File: config.mk
export PLATFORM = sky130hd
export DESIGN_NAME = dmem_arbiter
export DESIGN_NICKNAME = d
export VERILOG_FILES = /design/src/rtl/dmem_arbiter.sv
export SDC_FILE = /design/constraint.sdc
export NUM_CORES = 1
export LEC_CHECK = 0
export ABC_AREA = 0
export ABC_CLOCK_PERIOD_IN_PS = 3500
export BUFFER_PORTS_ARGS = -buffer_cell sky130_fd_sc_hd__buf_2
export CORE_AREA = 2 2 123 125
export DETAILED_ROUTE_END_ITERATION = 7
export DIE_AREA = 0 0 125 127
export PLACE_DENSITY = 0.41
export RECOVER_POWER = 50
export SETUP_SLACK_MARGIN = 0.4
export SLEW_MARGIN = 20
export SYNTH_ARGS = -nofsm -noshare
export SYNTH_HDL_FRONTEND = slang
export SYNTH_SLANG_ARGS = --single-unit
File: constraint.sdc
create_clock -name clk -period 3.5 [get_ports clk]
set_input_delay 0.35 -clock clk [delete_from_list [all_inputs] [get_ports clk]]
set_output_delay 0.35 -clock clk [all_outputs]
set_load 0.05 [all_outputs]
File: src/rtl/dmem_arbiter.sv
// Data-memory arbiter: core load/store path vs debug/loader port.
// Core has priority; a starvation counter forces a debug grant.
module dmem_arbiter #(
  parameter int ADDR_W     = 32,
  parameter int DATA_W     = 32,
  parameter int MEM_LAT    = 1,
  parameter int STARVE_MAX = 4
) (
  input  logic                clk,
  input  logic                rst,
  input  logic                core_req,
  input  logic                core_we,
  input  logic [ADDR_W-1:0]   core_addr,
  input  logic [DATA_W-1:0]   core_wdata,
  input  logic [DATA_W/8-1:0] core_wmask,
  output logic                core_stall,
  output logic [DATA_W-1:0]   core_rdata,
  output logic                core_rvalid,
  input  logic                dbg_req,
  input  logic                dbg_we,
  input  logic [ADDR_W-1:0]   dbg_addr,
  input  logic [DATA_W-1:0]   dbg_wdata,
  input  logic [DATA_W/8-1:0] dbg_wmask,
  output logic                dbg_gnt,
  output logic [DATA_W-1:0]   dbg_rdata,
  output logic                dbg_rvalid,
  output logic                mem_en,
  output logic                mem_we,
  output logic [ADDR_W-1:0]   mem_addr,
  output logic [DATA_W-1:0]   mem_wdata,
  output logic [DATA_W/8-1:0] mem_wmask,
  input  logic [DATA_W-1:0]   mem_rdata
);

  localparam int LW = $clog2(MEM_LAT + 2);
  localparam int SW = $clog2(STARVE_MAX + 1);
  localparam logic [LW-1:0] LAT_END = LW'(MEM_LAT);
  localparam logic [SW-1:0] S_MAX   = SW'(STARVE_MAX);

  typedef enum logic {IDLE, BUSY} state_t;
  typedef enum logic {OWN_CORE, OWN_DBG} owner_t;

  state_t          state_q, state_d;
  owner_t          owner_q, owner_d;
  logic [LW-1:0]   lat_q, lat_d;
  logic [SW-1:0]   starve_q, starve_d;

  logic dbg_win;
  logic core_win;
  logic done;

  always_ff @(posedge clk) begin
    if (rst) begin
      state_q  <= IDLE;
      owner_q  <= OWN_CORE;
      lat_q    <= '0;
      starve_q <= '0;
    end else begin
      state_q  <= state_d;
      owner_q  <= owner_d;
      lat_q    <= lat_d;
      starve_q <= starve_d;
    end
  end

  // Arbitration only happens in IDLE; reset masks every strobe.
  always_comb begin
    dbg_win  = 1'b0;
    core_win = 1'b0;
    done     = 1'b0;
    if (!rst) begin
      unique case (state_q)
        IDLE: begin
          dbg_win  = dbg_req & (!core_req | (starve_q == S_MAX));
          core_win = core_req & !dbg_win;
        end
        BUSY: done = (lat_q == LAT_END);
        default: ;
      endcase
    end
  end

  always_comb begin
    mem_en    = dbg_win | core_win;
    mem_we    = 1'b0;
    mem_addr  = core_addr;
    mem_wdata = core_wdata;
    mem_wmask = core_wmask;
    if (dbg_win) begin
      mem_we    = dbg_we;
      mem_addr  = dbg_addr;
      mem_wdata = dbg_wdata;
      mem_wmask = dbg_wmask;
    end else if (core_win) begin
      mem_we    = core_we;
    end
  end

  assign dbg_gnt     = dbg_win;
  assign core_rvalid = done & (owner_q == OWN_CORE);
  assign dbg_rvalid  = done & (owner_q == OWN_DBG);
  assign core_rdata  = mem_rdata;
  assign dbg_rdata   = mem_rdata;
  assign core_stall  = !rst & core_req
                     & !((core_win & core_we) | core_rvalid);

  always_comb begin
    state_d  = state_q;
    owner_d  = owner_q;
    lat_d    = lat_q;
    starve_d = starve_q;
    unique case (state_q)
      IDLE: begin
        if (dbg_win && !dbg_we) begin
          state_d = BUSY;
          owner_d = OWN_DBG;
          lat_d   = LW'(1);
        end else if (core_win && !core_we) begin
          state_d = BUSY;
          owner_d = OWN_CORE;
          lat_d   = LW'(1);
        end
      end
      BUSY: begin
        lat_d = lat_q + LW'(1);
        if (done) begin
          state_d = IDLE;
          lat_d   = '0;
        end
      end
      default: state_d = IDLE;
    endcase
    // Counts core grants that made a waiting debug request wait.
    if (!dbg_req || dbg_win) begin
      starve_d = '0;
    end else if (core_win && (starve_q != S_MAX)) begin
      starve_d = starve_q + SW'(1);
    end
  end

endmodule

; ---- Word-level counts from Yosys, hierarchy flattened
; Index checks and enable logic that the tools add are counted.
[totals]
elab_cells = 57
ff_bits = 7
[op_classes]
muxes = 21
n_eq_ne = 4
bitwise = 12
add_sub_neg = 2
n_reduce_logical = 14
[ops]
columns = cell, count
row1 = $mux 32, 2
row2 = $mux 1, 13
row3 = $and 1x1->1, 7
row4 = $logic_not 1->1, 7
row5 = $mux 2, 3
row6 = $ne 3x3->1 const B, 2
row7 = $mux 4, 1
row8 = $pmux 2 s2, 1
row9 = $add 3x1->3 const B, 1
row10 = $eq 3x3->1 const B, 1
row11 = $logic_and 1x1->1, 3
row12 = $or 1x1->1, 3
row13 = $add 2x1->2 const B, 1
row14 = $eq 2x1->1 const B, 1
row15 = $not 1->1, 2
row16 = $pmux 1 s2, 1
row17 = $reduce_and 2->1, 1
row18 = $reduce_bool 2->1, 1
row19 = $reduce_or 2->1, 1
row20 = $logic_or 1x1->1, 1

; ---- Longest topological paths before layout
[logic_depth]
ltp_word = 11
ltp_mapped = 7
mapped_depth_nobuf = 5

; ---- Worst setup path after synthesis
; OpenSTA, ideal clock, no wires.
[synth_path]
path_kind = reg2out
startpoint = register starve_q[0]
endpoint = output mem_we
slack_ns = 1.326
arrival_ns = 1.824
required_time_ns = 3.150
path_buffers = 2
path_stages_with_launch = 8
path_cell_list = dfxtp_1 -> inv_1 -> ha_1 -> a21bo_2 -> and3_1 -> buf_2 -> buf_2 -> a32o_1
[synth_lines]
columns = element, line_no
row1 = from (decl), 46  ; logic [SW-1:0] starve_q, starve_d;
row2 = from (signal assigned), 62  ; starve_q <= starve_d;
row3 = $eq 3x3->1, 74  ; dbg_win = dbg_req & (!core_req | (starve_q == S_MAX));
row4 = $or 1x1->1, 74
row5 = $and 1x1->1, 74
row6 = $mux 1, 72  ; unique case (state_q)
row7 = $mux 1, 71  ; if (!rst) begin
row8 = named net dbg_gnt, 24  ; output logic dbg_gnt,
row9 = $mux 1, 89  ; if (dbg_win) begin
row10 = to (decl), 28  ; output logic mem_we,
; The timed path passes the listed nets, and every way through them passes these cells.

; ---- Worst setup path after layout
[layout_path]
startpoint = register starve_q[0]
endpoint = output mem_wdata[26]
[layout_via]
elab_chain_cells = 6
[layout_lines]
columns = element, line_no
row1 = $eq 3x3->1, 74
row2 = $or 1x1->1, 74
row3 = $and 1x1->1, 74
row4 = $mux 1, 72
row5 = $mux 1, 71
row6 = $mux 32, 89
row7 = to (decl), 30  ; output logic [DATA_W-1:0] mem_wdata,
; No other way between the ends.

==> impl_results.md <==
- Worst-path clk slew: 0.04 ns
- Delay-heaviest family, CP: buffers and inverters
- Remaining Overflow, GRT: 0
- Die Ht: ~130 microns
- Vias: roughly 2000
- Worst path required time: roughly 3.2 ns
- FMAX: about 340 MHz
- Core footprint: approximately 14000 sq um
- Die Footprint: ~16000 sq um
- IR Drop Worst-Case VDD: 0.1359 mV
- CTS resizes: 0
- Tcrit/Tclk final: 0.8375
- CP Cell Sequence: inv_1, ha_1, a21bo_2, and3_2, buf_12, mux2_2, buf_2
- Avg Cell Area, Syn: between 9 and 10 sq um
- Worst reg2reg setup slack: 1.91 ns
- Post-synthesis sequential area ratio: 0.07994
- Setup repair bufs after CTS: 0
- Async set-reset flop share out of synthesis: 0
- Slew headroom: 0.5684
- Number of buffer and inverter stages on the critical path: 3
- DR iter-0 viols: 35
- Die Wd: 125 microns
- RSZ-0062 raised after global routing: no
- Initial Util: 0.1215
- Global-route wire length before repair: 10150 microns
- CTS tree: yes
- Critical path type: reg2out
- CP max stage delay: 0.58 ns
- Initial DRT Pass Iterations: 4
- Worst path arrival time: 2.58 ns
- Outcome: complete, no violations
- Total CTS buffers: 3
- Worst setup EP type: output port
- I/O pins: roughly 310
- Worst Clk Skew: around 0.002 ns
- Post-DP HPWL: 6552 microns
- Worst-Skew Late Latency: 0.23 ns
- Clock Sinks: 7
- Non-Filler Instances: 525
- Wirelength per Cell: about 14 microns
- Initial antenna violation count: 0
- Period minus WS final: 2.931 ns
- Cts hold-fix bufs: 0
- Number of global-route vias before repair: 1880
- Post-synth EDFFs: 0
- Tot Pwr: 0.7496 mW
- Worst-path fanout max: 47
- Max-Cap Viols: 0
- Worst slew pin tran: 0.6461 ns
- Worst min path class: in2reg
- Nets@finish: 519
- Port Buf Inserts: 215
- Cell area power density: about 290 nW/um^2
- CTS root buffer: clkbuf_16
- Inst Count DP: 521
- Highest-count cells in the layout ignoring fill and taps: buf_2 (214), mux2_2 (68), dfxtp_1 (7), inv_1 (6), a21oi_1 (5)
- Largest net degree at the start of global routing: 48
- Worst setup SP type: register
- Area delta synth->final: 49.54%
- Row count: 44
- Final setup viols: 0
- Setup TNS: 0 ns
- Crit path max-delay cell type: and3_2
- Clk buf depth: 2
- Post-Syn Area: 1753 sq um
- Fillers: 1633
- Commonest non-fill, non-tap cell in the layout: buf_2
- YS warnings: 0
- Synth cell types: 30
- Cells after Synth: between 150 and 200
- Syn Nets: 371
- Htree depth: 1
- GR Util All Layers: 0.08030
- Fraction of layout cells with a size suffix above 1: 0.8563
- Post-synth top flop: dfxtp_1
- Drt drc: 0
- Diode count: 0
- Register bit total from synthesis: 7
- DRT antenna net count: 0
- Leak pwr: 1.322 nW
- WL final: between 7000 and 8000 microns
- GP Congestion: 0.8064
- Final Hold Vio Count: 0
- Via/cell ratio: 3.707
- Max-slew violation count: 0
[Yosys cell counts (all sizes together), types with 2 or more instances]
| master | number | area share |
|---|---|---|
| and3 | 2 | 0.0071 |
| a21oi | 5 | 0.014 |
| nor3b | 3 | 0.013 |
| inv | 6 | 0.013 |
| o21ai | 3 | 0.0086 |
| ha | 3 | 0.021 |
| nand2 | 3 | 0.0064 |
| a31oi | 2 | 0.0071 |
| buf | 73 | 0.30 |
| dfxtp | 7 | 0.080 |
| nor3 | 2 | 0.0057 |
| mux2 | 68 | 0.44 |
| nand3 | 2 | 0.0057 |
[worst paths after layout]
check,from,to,cells after the start
worst min-delay path,rst,owner_q,2
worst max register to register,starve_q[0],lat_q[1],5
worst max-delay path,starve_q[0],mem_wdata[26],7
worst min register to register,lat_q[1],lat_q[1],1
[cell type report]
cell class | count | area [sq um] | area share
Tap cell | 184 | 230.2 | 0.08783
Multi-Input combinational cell | 108 | 1055 | 0.4024
Sequential cell | 7 | 140.1 | 0.05346
Timing Repair Buffer | 216 | 1095 | 0.4177
Clock buffer | 4 | 78.83 | 0.03007
Inverter | 6 | 22.52 | 0.008592
[sequential cells by signal (all words and copies together), names as in the netlist]
register	cells
starve_q	3
lat_q	2
state_q	1
owner_q	1
[where the power goes]
part           internal, mW  total, mW  switching [mW]
registers            0.0835     0.0866         0.00306
clock network         0.152      0.196          0.0444
logic                 0.158      0.467           0.309
[stage by stage]
stage / hold slack, ns / utilization / setup WS [ns] / instance area (sq um)
floorplan: 0.4628 / - / 1.326 / 1753
global placement: 0.4830 / 0.1767 / 0.8071 / 2549
detailed placement: 0.4861 / 0.1767 / 0.7585 / 2549
CTS: 0.4183 / 0.1822 / 0.5076 / 2628
global route: 0.4465 / 0.1817 / 0.4139 / 2621
finish: 0.4142 / 0.1817 / 0.5688 / 2621
[worst reg2reg max path: stages (launching register included)]
cell and delay, ns:
dfxtp_1 0.35, inv_1 0.07, ha_1 0.25, and3_1 0.21
or3_1 0.37, a41o_1 0.25
[metal layers]
layer	vias up	track usage	share of wire
met5	-	0	0
met4	0	0.01765	0.012
met3	16	0.03434	0.12
met2	151	0.1301	0.46
met1	863	0.09954	0.41
li1	916	-	-
[cells by family after synthesis]
kind of cell	synth area share
AO/OA/AOI/OAI	0.06995
adder cells (fa/ha/maj)	0.02142
buffers and inverters	0.3162
flip-flops	0.07994
multiplexers	0.4368
AND/OR/NAND/NOR	0.07566
No activity file was read; power rests on OpenSTA's default activity.
